File: config.mk
export PLATFORM = sky130hd
export DESIGN_NAME = adder_share_arbiter_flat
export DESIGN_NICKNAME = d
export VERILOG_FILES = /design/src/rtl/adder_share_arbiter_if.sv /design/src/rtl/adder_share_arbiter.sv /design/src/flat_wrapper.sv
export SDC_FILE = /design/constraint.sdc
export NUM_CORES = 1
export LEC_CHECK = 0
export ABC_CLOCK_PERIOD_IN_PS = 2300
export CELL_PAD_IN_SITES_DETAIL_PLACEMENT = 0
export CELL_PAD_IN_SITES_GLOBAL_PLACEMENT = 2
export CORE_MARGIN = 5
export CORE_UTILIZATION = 23
export DETAILED_ROUTE_END_ITERATION = 10
export HOLD_SLACK_MARGIN = 0.15
export PLACE_DENSITY = 0.81
export SLEW_MARGIN = 0
export SYNTH_ARGS = -nofsm -noshare
export SYNTH_HDL_FRONTEND = slang
export SYNTH_SLANG_ARGS = --single-unit
export TNS_END_PERCENT = 10
File: constraint.sdc
create_clock -name clk -period 2.3 [get_ports clk]
set_input_delay 0.345 -clock clk [delete_from_list [all_inputs] [get_ports clk]]
set_output_delay 0.345 -clock clk [all_outputs]
set_load 0.005 [all_outputs]
File: src/rtl/adder_share_arbiter_if.sv
// adder_share_arbiter_if
//   Groups the request and response channels of the shared adder.
//   master : client side (drives requests, accepts responses)
//   slave  : arbiter side (grants requests, returns results)
//   req_valid/req_ready : per-requester handshake, one bit per requester
//   req_a/req_b         : packed operands, requester i at [i*WIDTH +: WIDTH]
//   req_cin             : per-requester carry-in
//   rsp_*               : result channel tagged with the issuing requester
//   busy                : arbiter is computing or holding a result
interface adder_share_arbiter_if #(
  parameter int NUM_REQ = 4,
  parameter int WIDTH   = 8,
  parameter int ID_W    = $clog2(NUM_REQ)
);
  logic [NUM_REQ-1:0]       req_valid;
  logic [NUM_REQ-1:0]       req_ready;
  logic [NUM_REQ*WIDTH-1:0] req_a;
  logic [NUM_REQ*WIDTH-1:0] req_b;
  logic [NUM_REQ-1:0]       req_cin;
  logic                     rsp_valid;
  logic                     rsp_ready;
  logic [WIDTH-1:0]         rsp_sum;
  logic                     rsp_cout;
  logic [ID_W-1:0]          rsp_id;
  logic                     busy;

  modport master (
    output req_valid, req_a, req_b, req_cin, rsp_ready,
    input  req_ready, rsp_valid, rsp_sum, rsp_cout, rsp_id, busy
  );

  modport slave (
    input  req_valid, req_a, req_b, req_cin, rsp_ready,
    output req_ready, rsp_valid, rsp_sum, rsp_cout, rsp_id, busy
  );
endinterface

File: src/rtl/adder_share_arbiter.sv
// adder_share_arbiter
//   Shares one CHUNK-bits-per-cycle adder among NUM_REQ requesters.
//   A round-robin arbiter grants one request in IDLE, the operands are
//   added over SLICES cycles with a registered carry, and the result is
//   offered on a valid/ready response channel tagged with the requester id.
//   Ports:
//     clk : rising-edge clock
//     rst : synchronous active-high reset
//     bus : adder_share_arbiter_if.slave (request/response channels, busy)
module adder_share_arbiter #(
  parameter int NUM_REQ = 4,
  parameter int WIDTH   = 8,
  parameter int CHUNK   = 2
) (
  input  logic                  clk,
  input  logic                  rst,
  adder_share_arbiter_if.slave  bus
);

  localparam int SLICES = WIDTH / CHUNK;
  localparam int ID_W   = $clog2(NUM_REQ);
  localparam int K_W    = (SLICES > 1) ? $clog2(SLICES) : 1;

  generate
    if (WIDTH % CHUNK != 0) begin : g_chunk_check
      $error("adder_share_arbiter: WIDTH must be a multiple of CHUNK");
    end
    if (NUM_REQ < 2) begin : g_req_check
      $error("adder_share_arbiter: NUM_REQ must be at least 2");
    end
  endgenerate

  typedef enum logic [1:0] {
    S_IDLE = 2'd0,
    S_BUSY = 2'd1,
    S_DONE = 2'd2
  } state_t;

  state_t              state_reg, state_next;
  logic [ID_W-1:0]     ptr_reg;
  logic [K_W-1:0]      k_reg;
  logic [WIDTH-1:0]    a_reg, b_reg;
  logic                carry_reg;
  logic [WIDTH-1:0]    sum_reg;
  logic                cout_reg;
  logic [ID_W-1:0]     id_reg;

  // Unpacked view of the per-requester operands.
  logic [WIDTH-1:0]    a_vec [NUM_REQ];
  logic [WIDTH-1:0]    b_vec [NUM_REQ];

  for (genvar gi = 0; gi < NUM_REQ; gi++) begin : g_unpack
    assign a_vec[gi] = bus.req_a[gi*WIDTH +: WIDTH];
    assign b_vec[gi] = bus.req_b[gi*WIDTH +: WIDTH];
  end

  // Round-robin search: first valid requester at or above ptr, wrapping.
  logic            grant_found;
  logic [ID_W-1:0] grant_id;
  logic [ID_W:0]   idx_w;

  always_comb begin
    grant_found = 1'b0;
    grant_id    = '0;
    idx_w       = '0;
    for (int i = 0; i < NUM_REQ; i++) begin
      idx_w = {1'b0, ptr_reg} + (ID_W+1)'(i);
      if (idx_w >= (ID_W+1)'(NUM_REQ)) begin
        idx_w = idx_w - (ID_W+1)'(NUM_REQ);
      end
      if (!grant_found && bus.req_valid[idx_w[ID_W-1:0]]) begin
        grant_found = 1'b1;
        grant_id    = idx_w[ID_W-1:0];
      end
    end
  end

  logic [ID_W-1:0] ptr_after_grant;
  assign ptr_after_grant = (grant_id == ID_W'(NUM_REQ-1)) ? '0 : grant_id + ID_W'(1);

  // FSM: next state and grant.
  logic [NUM_REQ-1:0] req_ready_c;
  logic               accept;
  logic               last_slice;

  assign last_slice = (k_reg == K_W'(SLICES-1));

  always_comb begin
    state_next  = state_reg;
    req_ready_c = '0;
    accept      = 1'b0;
    case (state_reg)
      S_IDLE: begin
        // Grant is suppressed while rst is high so nothing looks accepted.
        if (!rst && grant_found) begin
          req_ready_c[grant_id] = 1'b1;
          accept                = 1'b1;
          state_next            = S_BUSY;
        end
      end
      S_BUSY: begin
        if (last_slice) begin
          state_next = S_DONE;
        end
      end
      S_DONE: begin
        if (bus.rsp_ready) begin
          state_next = S_IDLE;
        end
      end
      default: state_next = S_IDLE;
    endcase
  end

  always_ff @(posedge clk) begin
    if (rst) begin
      state_reg <= S_IDLE;
    end else begin
      state_reg <= state_next;
    end
  end

  // One CHUNK-wide slice of the add. Operands shift right each cycle so the
  // active slice is always the low CHUNK bits; the sum fills from the top.
  logic [CHUNK:0]   slice_full;
  logic [WIDTH-1:0] sum_shifted;

  assign slice_full  = {1'b0, a_reg[CHUNK-1:0]} + {1'b0, b_reg[CHUNK-1:0]}
                     + (CHUNK+1)'(carry_reg);
  assign sum_shifted = (sum_reg >> CHUNK)
                     | (WIDTH'(slice_full[CHUNK-1:0]) << (WIDTH - CHUNK));

  always_ff @(posedge clk) begin
    if (rst) begin
      ptr_reg   <= '0;
      k_reg     <= '0;
      a_reg     <= '0;
      b_reg     <= '0;
      carry_reg <= 1'b0;
      sum_reg   <= '0;
      cout_reg  <= 1'b0;
      id_reg    <= '0;
    end else begin
      if (accept) begin
        a_reg     <= a_vec[grant_id];
        b_reg     <= b_vec[grant_id];
        carry_reg <= bus.req_cin[grant_id];
        id_reg    <= grant_id;
        k_reg     <= '0;
        ptr_reg   <= ptr_after_grant;
      end else if (state_reg == S_BUSY) begin
        a_reg     <= a_reg >> CHUNK;
        b_reg     <= b_reg >> CHUNK;
        carry_reg <= slice_full[CHUNK];
        sum_reg   <= sum_shifted;
        if (last_slice) begin
          k_reg    <= '0;
          cout_reg <= slice_full[CHUNK];
        end else begin
          k_reg <= k_reg + K_W'(1);
        end
      end
    end
  end

  assign bus.req_ready = req_ready_c;
  assign bus.rsp_valid = (state_reg == S_DONE);
  assign bus.rsp_sum   = sum_reg;
  assign bus.rsp_cout  = cout_reg;
  assign bus.rsp_id    = id_reg;
  assign bus.busy      = (state_reg != S_IDLE);

endmodule

File: src/flat_wrapper.sv
// flat-port wrapper written by rule: the top's interface ports become plain ports
module adder_share_arbiter_flat 
#(
  parameter int NUM_REQ = 4,
  parameter int WIDTH   = 8,
  parameter int CHUNK   = 2
)
  (clk, rst, bus_req_valid, bus_req_a, bus_req_b, bus_req_cin, bus_rsp_ready, bus_req_ready, bus_rsp_valid, bus_rsp_sum, bus_rsp_cout, bus_rsp_id, bus_busy);
  adder_share_arbiter_if #(.NUM_REQ(NUM_REQ), .WIDTH(WIDTH)) bus_i ();
  input  logic clk;
  input  logic rst;
  input wire logic [$bits(bus_i.req_valid)-1:0] bus_req_valid;
  input wire logic [$bits(bus_i.req_a)-1:0] bus_req_a;
  input wire logic [$bits(bus_i.req_b)-1:0] bus_req_b;
  input wire logic [$bits(bus_i.req_cin)-1:0] bus_req_cin;
  input wire logic [$bits(bus_i.rsp_ready)-1:0] bus_rsp_ready;
  output wire logic [$bits(bus_i.req_ready)-1:0] bus_req_ready;
  output wire logic [$bits(bus_i.rsp_valid)-1:0] bus_rsp_valid;
  output wire logic [$bits(bus_i.rsp_sum)-1:0] bus_rsp_sum;
  output wire logic [$bits(bus_i.rsp_cout)-1:0] bus_rsp_cout;
  output wire logic [$bits(bus_i.rsp_id)-1:0] bus_rsp_id;
  output wire logic [$bits(bus_i.busy)-1:0] bus_busy;
  assign bus_i.req_valid = bus_req_valid;
  assign bus_i.req_a = bus_req_a;
  assign bus_i.req_b = bus_req_b;
  assign bus_i.req_cin = bus_req_cin;
  assign bus_i.rsp_ready = bus_rsp_ready;
  assign bus_req_ready = bus_i.req_ready;
  assign bus_rsp_valid = bus_i.rsp_valid;
  assign bus_rsp_sum = bus_i.rsp_sum;
  assign bus_rsp_cout = bus_i.rsp_cout;
  assign bus_rsp_id = bus_i.rsp_id;
  assign bus_busy = bus_i.busy;
  adder_share_arbiter #(.NUM_REQ(NUM_REQ), .WIDTH(WIDTH), .CHUNK(CHUNK)) u_core (.clk(clk), .rst(rst), .bus(bus_i));
endmodule
# Yosys cells after proc, flatten, opt, wreduce, memory -nomap -nowiden
# Cells that the tools add are included.
# totals
input_bits	75
elab_cells	103
mem_bits_rw	0
mem_count	0
mem_bits_ro	0
output_inout_bits	17
reg_bits	34
latchBits	0
# op_classes
div	0
n_addsub	11
eq_ne	7
n_reduce_logical	16
shifts	0
n_mul	0
n_mux	46
bitwise	3
order_cmp	11
# op_table
operator	n
$mux W8	8
$bmux W8 S2	2
$mux W2	13
$lt A2 B3 Y1 const B	5
$mux W1	14
$ge A3 B3 Y1 const B	4
$bmux W1 S2	5
$mux W4	2
$or A6 B8 Y8	1
$sub A2 B1 Y2 const B	4
$add A2 B2 Y3 const B	2
$eq A2 B2 Y1 const B	3
$pmux W2 S3	1
$reduce_and A3 Y1	2
$logic_and A1 B1 Y1	5
$add A2 B1 Y2 const B	2
$logic_not A1 Y1	4
$ne A2 B1 Y1 const B	2
$reduce_bool A2 Y1	2
$add A2 B1 Y3 const B	1
$add A2 B2 Y3	1
$add A3 B1 Y3	1
$ge A2 B3 Y1 const B	1
$not A2 Y3	1
8 further kinds	8

# Depth between registers and ports, before layout
# Gate-level depths: netlist of the first run.
# logic_depth
ltp_word	20
mapped_depth	7
depth_no_buf	7

# Worst setup path before layout of the first run
# Ideal clock, no wire load.
# synth_path
path_type	register -> output
from	register u_core.ptr_reg[1]
to	output bus_req_ready[3]
path_slack_ps	509
required_time_ps	1955
n_path_buf	2
stages_incl_launch_ff	7
arrival_ps	1446
path_cell_list	dfxtp_1 or3b_1 o221a_2 buf_6 buf_6 ha_1 and2_1
# synth_between
elab_chain_cells	20
word_cells_on_any_way	45
classes_between	7 x add/sub; 6 x order compare; 24 x mux; 8 x reduce/logical
# synth_rtl
item	line	text
start, declared	adder_share_arbiter.sv:40	logic [ID_W-1:0] ptr_reg;
start signal, assigned	adder_share_arbiter.sv:150	ptr_reg <= ptr_after_grant;
branches (longest 18 deep; another with $add A2 B1 Y3)	-	
$mux W4 *	adder_share_arbiter.sv:95	if (!rst && grant_found) begin
$mux W4 *	adder_share_arbiter.sv:92	case (state_reg)
end, declared	flat_wrapper.sv:17	output wire logic [$bits(bus_i.req_ready)-1:0] bus_req_ready;
# Every way passes the cells marked *. The select of a mux whose other input is x is not followed.

# Final worst setup path of the first run
# layout_path
from	register u_core.ptr_reg[1]
to	output bus_req_ready[1]
# Same word-level chain as after synthesis.

==> flow_summary.yaml, run 1 <==
synthesis:
  netlist_instances: 214
  yosysSeqAreaShare_pct: 34.6
  synth_ff_type: "sky130_fd_sc_hd__dfxtp_1"
  post_synthesis_simple_gate_area_fraction_pct: 12.1
  xor_xnor_share_of_the_synthesized_area_pct: 0
  yosys.cell_types.count: 40
  asyncSetResetFlopFracSynth_pct: 0
  syn_area_per_cell_um2: 9.20
  compound_gate_fraction_of_synth_area_pct: 23.7
  synth_top_area_share_pct: 34.6
  synth_top_family_by_area: "compound AO/OA/AOI/OAI gates"
  synth.mux.area_fraction_pct: 19.3
  synthesis.area_um2: 1970
  synth-seq-cells: 34
  synth-warning-count: 0
  synth_enable_flop_cells: 0
  ys_top_cells_by_area: "sky130_fd_sc_hd__dfxtp_1 35%, sky130_fd_sc_hd__mux2i_1 19%, sky130_fd_sc_hd__o22a_1 5.8%"
  synth_area_leader_cell: "sky130_fd_sc_hd__dfxtp_1"
  syn-num-nets: 293
  synth_adder_area_share_pct: 3.31
setup_path:
  worstPathArrival_ns: 1.84
  critical_path.startpoint_type: "flop"
  endpoint_kind: "primary output"
  critPathMaxFanout: 6
  critical_path_required_ns: 1.96
  critPathKind: "reg2out"
sta:
  tightestPinTransition_ns: 0.465
  timing.setup.tns_ns: 0
  hold_slack_ns: 0.455
  max_freq_mhz: 457
  max_slew_margin_pct: 69.0
  timing.final.max_slew_violations: 0
  final_min_period_ns: 2.19
  layout_worst_path_cycle_share_pct: 95.2
  setup_viol: 0
  timing_hold_violations_final: 0
  postLayoutSetupSlackWorst_ns: 0.111
  finClkSkew_ns: 0.00624
clock_tree:
  clkLatencyLatePin_ns: 0.28
  cts.sink_count: 34
  cts-root-buf: "sky130_fd_sc_hd__clkbuf_8"
  tritoncts.num_buffers: 5
  cts.htree.levels: 2
  clk_path_buf_depth: 2
  clk_pin_slew_worst_paths_ns: 0.07
  clock_tree_from_tritoncts: "done"
global_route:
  grt_overflow: 0
  first_global_vias: 1989
  grt_usage_pct: 11.7
  antenna_found_initial: 0
  grt_start_max_net_pins: 30
  wire_length_of_the_first_global_routing_pass_mm: 9.62
floorplanning:
  initial_core_util_pct: 23.8
  die_h_um: 103
  die_w_um: 103
  pin_count: 92
  num_rows: 33
  total_die_area_um2: 10500
  core_area_um2: 8260
cells_and_area:
  layout.cells.most_common: "sky130_fd_sc_hd__clkdlybuf4s50_1"
  stdcell_count: 431
  layout-drive-gt1-share_pct: 16.6
  antenna_cells_inserted: 0
  fill_cells: 840
  footprint_of_the_flip_flops_and_latches_um2: 684
  flow.area_growth_from_synthesis_pct: 67.5
  multi_input_comb_area_um2: 1220
  final_cell_mix: "83 x sky130_fd_sc_hd__clkdlybuf4s50_1, 37 x sky130_fd_sc_hd__mux2i_1, 33 x sky130_fd_sc_hd__dfxtp_1"
  num-nets-final: 404
detailed_routing:
  vias: 1954
  wl_per_cell_um: 14.1
  drt_pre_antenna_iters: 4
  vias_per_cell: 4.53
  routed_wl_mm: 6.06
  drt-initial-drc-count: 39
  drt_drc_violations_left: 0
  final_antenna_net_count: 0
place:
  place_inst: 420
  dp_slack_ns: -0.437
  routability_congestion_estimate_from_global_placement: 0.867
  port_buffers: 91
  dpl.hpwl_mm: 4.78
run_status:
  outcome: "finished clean"
run:
  drv_cap: 0
hold_path:
  holdCritPathClass: "reg2reg"
pwr:
  p_leak_nw: 1.31
  vdd_drop_max_v: 0.000232
  power_per_cell_area_nw_per_um2: 559
  p_total_w: 0.00184
[worst paths after layout]
check                   startpoint  cells after the start  slack (ns)                     to
min reg2reg  u_core.bus.rsp_sum[1]                      2        0.46  u_core.bus.rsp_sum[1]
max reg2reg      u_core.ptr_reg[1]                      6        0.43        u_core.b_reg[0]
min          u_core.bus.rsp_sum[1]                      2        0.46  u_core.bus.rsp_sum[1]
max              u_core.ptr_reg[1]                      6        0.11       bus_req_ready[1]
[cell usage after synthesis, drive strengths merged (2+ instances only)]
cell     n
a22oi   13
dfxtp   34
buf     10
clkbuf   4
a21oi   11
nor3     4
fa       2
o221ai   3
o22a    13
o21ai   16
nor4     2
nor2b    3
nand2b   2
inv      8
a311oi   2
a211oi   3
nand2   19
ha       2
nor2    16
mux2i   38
[timing repair]
action / CTS / global route
endpoints found under the setup margin: 4 / 4
gates resized for setup: 9 / 15
hold endpoints to repair: 0 / 0
pin swaps: 2 / 3
buffers inserted: 1 / 2
hold buffers: 0 / 0
[cells by family (layout without fill, tap and decap cells)]
logic type	Yosys count	after routing
buffers and inverters	22	134
AO/OA/AOI/OAI	66	66
adder cells (fa/ha/maj)	4	4
AND/OR/NAND/NOR	50	50
flip-flops	34	34
multiplexers	38	38
[layout make-up]
cell class              count  area share, %
multi-input cells         158           36.9
repair buffers            118           34.1
flip-flops and latches     34           20.8
well taps                 105           3.98
clock buffers               8           3.34
inverters                   8          0.911
[critical path, cell delays in order, from the launching register on]
cell and delay (ns):
sky130_fd_sc_hd__dfxtp_4 0.41, sky130_fd_sc_hd__nand2_2 0.09, sky130_fd_sc_hd__a311oi_4 0.33, sky130_fd_sc_hd__nor2_2 0.09, sky130_fd_sc_hd__buf_4 0.15, sky130_fd_sc_hd__nor4_2 0.24, sky130_fd_sc_hd__clkdlybuf4s15_1 0.24
[report_power, final]
group | internal (W) | total [W] | switching, W
logic | 0.000362 | 0.000621 | 0.000258
clock network | 0.000302 | 0.000518 | 0.000215
registers | 0.000657 | 0.000704 | 0.0000474
[routing by layer]
layer	GRT usage, %	part of all wire [%]	vias to the layer above
met3	4.26	7.2	9
met2	18.7	47	69
met5	0	0	-
met1	14.8	45	871
li1	-	-	1005
met4	3.23	1.2	0
[metrics by stage]
step	util (%)	cell area (µm²)
global route	39.9	3300
detailed placement	37.4	3090
CTS	39.1	3230
floorplan	-	1970
finish	39.9	3300
global placement	37.4	3090
(Power assumes the default switching activity.)
==> inputs of run 2 (changes only) <==
Settings changed: SKIP_LAST_GASP set to 1.
==> run 2 against run 1 <==
Net effect: the run now ends with negative setup slack left; setup slack lost 0.37 ns; die area stayed put; clock skew hardly changed; critical path depth unchanged; routed wire length down 1.1%; largest cell class unchanged.
==> flow_summary.yaml, run 2 (same netlist as run 1, synthesis figures left out) <==
place:
  port_buffers: 91
  routability_congestion_estimate_from_global_placement: 0.867
  dpl.hpwl_mm: 4.78
  place_inst: 420
pwr:
  p_leak_nw: 1.26
  vdd_drop_max_v: 0.000232
  p_total_w: 0.00183
  power_per_cell_area_nw_per_um2: 563
setup_path:
  critPathKind: "in2out"
  critical_path.slowest_cell: "sky130_fd_sc_hd__clkdlybuf4s50_1"
  worstPathCellList: "clkdlybuf4s50_1, or3b_1, o221a_2, buf_12, nor2_2, clkdlybuf4s50_1"
  critPathMaxFanout: 4
  critical_path_required_ns: 1.96
  worstPathArrival_ns: 2.22
  cp_slowest_stage_delay_ns: 0.52
  cpMostUsedCell: "sky130_fd_sc_hd__clkdlybuf4s50_1"
  endpoint_kind: "primary output"
  critical_path.startpoint_type: "primary input"
sta:
  layout_worst_path_cycle_share_pct: 111
  timing.final.max_slew_violations: 0
  setup_repair_after_global_routing_missed_its_margin: "true"
  max_freq_mhz: 391
  final_min_period_ns: 2.56
  hold_slack_ns: 0.455
  setup_viol: 3
  postLayoutSetupSlackWorst_ns: -0.261
  timing_hold_violations_final: 0
  tightestPinTransition_ns: 0.464
  max_slew_margin_pct: 69.0
  finClkSkew_ns: 0.00652
cells_and_area:
  num-nets-final: 404
  fill_cells: 842
  stdcell_count: 431
  layout.cells.most_common: "sky130_fd_sc_hd__clkdlybuf4s50_1"
  flow.area_growth_from_synthesis_pct: 65.2
  final_cell_mix: "88 x sky130_fd_sc_hd__clkdlybuf4s50_1, 38 x sky130_fd_sc_hd__mux2i_1, 34 x sky130_fd_sc_hd__dfxtp_1"
  layout-drive-gt1-share_pct: 15.0
  final_core_util_pct: 39.4
  antenna_cells_inserted: 0
floorplanning:
  initial_core_util_pct: 23.8
  pin_count: 92
  num_rows: 33
  die_w_um: 103
  total_die_area_um2: 10500
  core_area_um2: 8260
  die_h_um: 103
detailed_routing:
  drt_pre_antenna_iters: 4
  wl_per_cell_um: 13.9
  drt_drc_violations_left: 0
  drt-initial-drc-count: 34
  vias: 1951
  final_antenna_net_count: 0
  routed_wl_mm: 6.00
  vias_per_cell: 4.53
clock_tree:
  clk_pin_slew_worst_paths_ns: 0.06
  clkLatencyLatePin_ns: 0.28
  cts.sink_count: 34
  cts-root-buf: "sky130_fd_sc_hd__clkbuf_8"
  tritoncts.num_buffers: 5
  postCtsHoldBufs: 0
  cts.htree.levels: 2
  clk_path_buf_depth: 2
  clock_tree_from_tritoncts: "done"
global_route:
  grt_overflow: 0
  grt_start_max_net_pins: 30
  wire_length_of_the_first_global_routing_pass_mm: 9.62
  grt_usage_pct: 11.7
  first_global_vias: 1993
  antenna_found_initial: 0
run_status:
  outcome: "finished with violations"
  violations_in_the_final_reports: "negative setup slack"
hold_path:
  holdCritPathClass: "reg2reg"
run:
  drv_cap: 0
## run 2: stage by stage
stage	setup TNS, ns	setup WS (ns)	instance area, µm²
after floorplan	0	0.509	1970
after global placement	-1.37	-0.370	3090
after detailed placement	-1.90	-0.437	3090
after CTS	-0.734	-0.253	3220
after global routing	-0.844	-0.326	3250
final	-0.573	-0.261	3250
## run 2: critical path: cells and delay by family
kind | cells | cell delay (ns)
simple gates | 2 | 0.51
buf+inv | 3 | 1.17
compound gates | 1 | 0.18
## run 2: what timing repair did
action                     in CTS  in global routing
gates resized for setup         6                  2
setup buffers                   1                  2
setup endpoints to repair       4                  4
pin swaps                       2                  3
## run 2: where the power goes
group / switching (W) / leakage (nW) / internal, W
Combinational: 0.000253 / 0.926 / 0.000360
Sequential: 0.0000439 / 0.279 / 0.000655
Clock: 0.000216 / 0.0575 / 0.000302
## run 2: per-layer routing
metal  up-vias  global-route usage (%)  part of all wire (%)  routed length (µm)
met4         0                    3.23                   1.2                  73
met2        71                    18.7                    47                2830
met3         9                    4.26                   7.4                 442
met5         -                       0                     0                   0
li1       1004                       -                     -                   -
met1       867                    14.8                    44                2650
## run 2: path summary, 6_finish.rpt
path,from,endpoint,slack [ns],cells after the start
max,bus_req_valid[2],bus_req_ready[0],-0.26,6
min,u_core.bus.rsp_sum[1],u_core.bus.rsp_sum[1],0.46,2
min reg2reg,u_core.bus.rsp_sum[1],u_core.bus.rsp_sum[1],0.46,2
max reg2reg,u_core.ptr_reg[1],u_core.b_reg[0],0.31,6
## run 2: area by class of cell
| class | count | area (µm²) | area share [%] |
|---|---|---|---|
| clock buffers | 8 | 110 | 3.39 |
| well taps | 105 | 131 | 4.04 |
| inverters | 8 | 30.0 | 0.923 |
| flip-flops and latches | 34 | 681 | 20.9 |
| multi-input cells | 158 | 1170 | 36.0 |
| repair buffers | 118 | 1130 | 34.7 |
==> inputs of run 3 (changes only) <==
Settings changed: CELL_PAD_IN_SITES_DETAIL_PLACEMENT 0 to 1, CELL_PAD_IN_SITES_GLOBAL_PLACEMENT 2 to 1, CORE_UTILIZATION 23 to 30, PLACE_DENSITY 0.81 to unset, PLACE_DENSITY_LB_ADDON set to 0.1.
==> run 3 against run 2 <==
Net effect: the run still ends with negative setup slack left; combinational power about the same; routed wire length up 3.0%; register-to-register slack got worse by 0.02 ns; critical path depth rose by 2; first-iteration DRC count is 5.9% higher; hold slack about the same; final cell count down 6.5%; power rose by 1.0%; die area fell by 21%; critical path type unchanged.
==> flow_summary.yaml, run 3 (same netlist as run 1, synthesis figures left out) <==
run_status:
  outcome: "finished with violations"
  violations_in_the_final_reports: "negative setup slack"
detailed_routing:
  drt_pre_antenna_iters: 4
  final_antenna_net_count: 0
  vias_per_cell: 5.00
  routed_wl_mm: 6.17
  drt-initial-drc-count: 36
  drt_drc_violations_left: 0
  wl_per_cell_um: 15.3
  vias: 2014
place:
  dpl.hpwl_mm: 4.97
  dp_slack_ns: -0.379
  port_buffers: 91
  routability_congestion_estimate_from_global_placement: 0.725
setup_path:
  critical_path.slowest_cell: "sky130_fd_sc_hd__clkdlybuf4s50_1"
  worstPathCellList: "clkdlybuf4s50_1, buf_4, nor4_2, buf_4, nor3_2, o21ai_2, nor2_2, clkdlybuf4s50_1"
  cp_slowest_stage_delay_ns: 0.54
  path_buf_inv: 4
  endpoint_kind: "primary output"
  critPathKind: "in2out"
  critical_path_required_ns: 1.96
  worstPathArrival_ns: 2.20
  critPathMaxFanout: 4
  critical_path.startpoint_type: "primary input"
  worst_path_dominant_cell_family: "buffers and inverters"
global_route:
  wire_length_of_the_first_global_routing_pass_mm: 9.97
  first_global_vias: 2148
  grt_usage_pct: 14.6
  grt_overflow: 0
  antenna_found_initial: 0
  grt_start_max_net_pins: 28
cells_and_area:
  footprint_of_the_flip_flops_and_latches_um2: 681
  layout-drive-gt1-share_pct: 15.0
  fill_cells: 737
  num-nets-final: 404
  multi_input_comb_area_um2: 1170
  final_cell_mix: "89 x sky130_fd_sc_hd__clkdlybuf4s50_1, 38 x sky130_fd_sc_hd__mux2i_1, 34 x sky130_fd_sc_hd__dfxtp_1"
  flow.area_growth_from_synthesis_pct: 63.3
  layout.cells.most_common: "sky130_fd_sc_hd__clkdlybuf4s50_1"
  antenna_cells_inserted: 0
clock_tree:
  clk_pin_slew_worst_paths_ns: 0.07
  cts.htree.levels: 2
  cts.sink_count: 34
  clkLatencyLatePin_ns: 0.28
  postCtsHoldBufs: 0
  tritoncts.num_buffers: 5
  cts-root-buf: "sky130_fd_sc_hd__clkbuf_8"
  clk_path_buf_depth: 2
  clock_tree_from_tritoncts: "done"
sta:
  postLayoutSetupSlackWorst_ns: -0.241
  layout_worst_path_cycle_share_pct: 110
  finClkSkew_ns: 0.00576
  max_slew_margin_pct: 69.3
  final_min_period_ns: 2.54
  tightestPinTransition_ns: 0.460
  timing_hold_violations_final: 0
  setup_viol: 3
  max_freq_mhz: 394
  setup_repair_after_global_routing_missed_its_margin: "true"
  timing.setup.tns_ns: -0.577
  timing.final.max_slew_violations: 0
floorplanning:
  die_h_um: 91.0
  die_w_um: 91.0
  total_die_area_um2: 8280
  num_rows: 29
  pin_count: 92
  core_area_um2: 6350
  initial_core_util_pct: 31.0
pwr:
  p_leak_nw: 1.25
  vdd_drop_max_v: 0.000291
  power_per_cell_area_nw_per_um2: 576
run:
  drv_cap: 0
hold_path:
  holdCritPathClass: "reg2reg"
## run 3: routing by layer
layer  up-vias  GRT usage (%)  wire [µm]
li1       1007              -          -
met1       948           16.3       2590
met2        55           27.4       3140
met3         4           3.55        399
met4         0           4.03         46
met5         -              0          0
## run 3: power breakdown
group / total [W] / internal (W) / switching (W)
clock network: 0.000536 / 0.000319 / 0.000217
registers: 0.000701 / 0.000655 / 0.0000453
logic: 0.000613 / 0.000355 / 0.000258
total: 0.00185 / 0.00133 / 0.000521
## run 3: worst min-delay path: cells and delay by family, from the launching register on
kind | cells | cell delay (ns)
compound gates | 1 | 0.05
flops | 1 | 0.33
simple gates | 1 | 0.05
## run 3: stage by stage
stage                     cells  utilization (%)  instance area, µm²  power [W]  hold slack (ns)
after floorplan             214                -                1970    0.00104            0.433
after global placement      394             48.5                3080    0.00131            0.442
after detailed placement    394             48.5                3080    0.00132            0.444
after CTS                   402             50.4                3200    0.00188            0.463
after global routing        403             50.6                3210    0.00196            0.487
final                       403             50.6                3210    0.00185            0.456
## run 3: final timing paths
path / startpoint / to / slack [ns] / cells after the start
worst max register to register: u_core.ptr_reg[1] / u_core.b_reg[1] / 0.29 / 6
worst min-delay path: u_core.bus.rsp_id[0] / u_core.bus.rsp_id[0] / 0.46 / 2
worst max-delay path: bus_req_valid[1] / bus_req_ready[0] / -0.24 / 8
worst min register to register: u_core.bus.rsp_id[0] / u_core.bus.rsp_id[0] / 0.46 / 2
## run 3: what timing repair did
action / CTS / global route
gates resized for setup: 5 / 2
pin swaps: 2 / 2
setup endpoints to repair: 4 / 4
setup buffers: 0 / 1
## run 3: area by class of cell
| cell class | count | share of cell area (%) |
|---|---|---|
| inverter | 8 | 0.935 |
| tap | 77 | 3.00 |
| clock buffer | 5 | 2.14 |
| clock inverter | 3 | 1.25 |
| timing repair buffer | 118 | 35.1 |
| sequential | 34 | 21.2 |
| multi-input combinational | 158 | 36.4 |
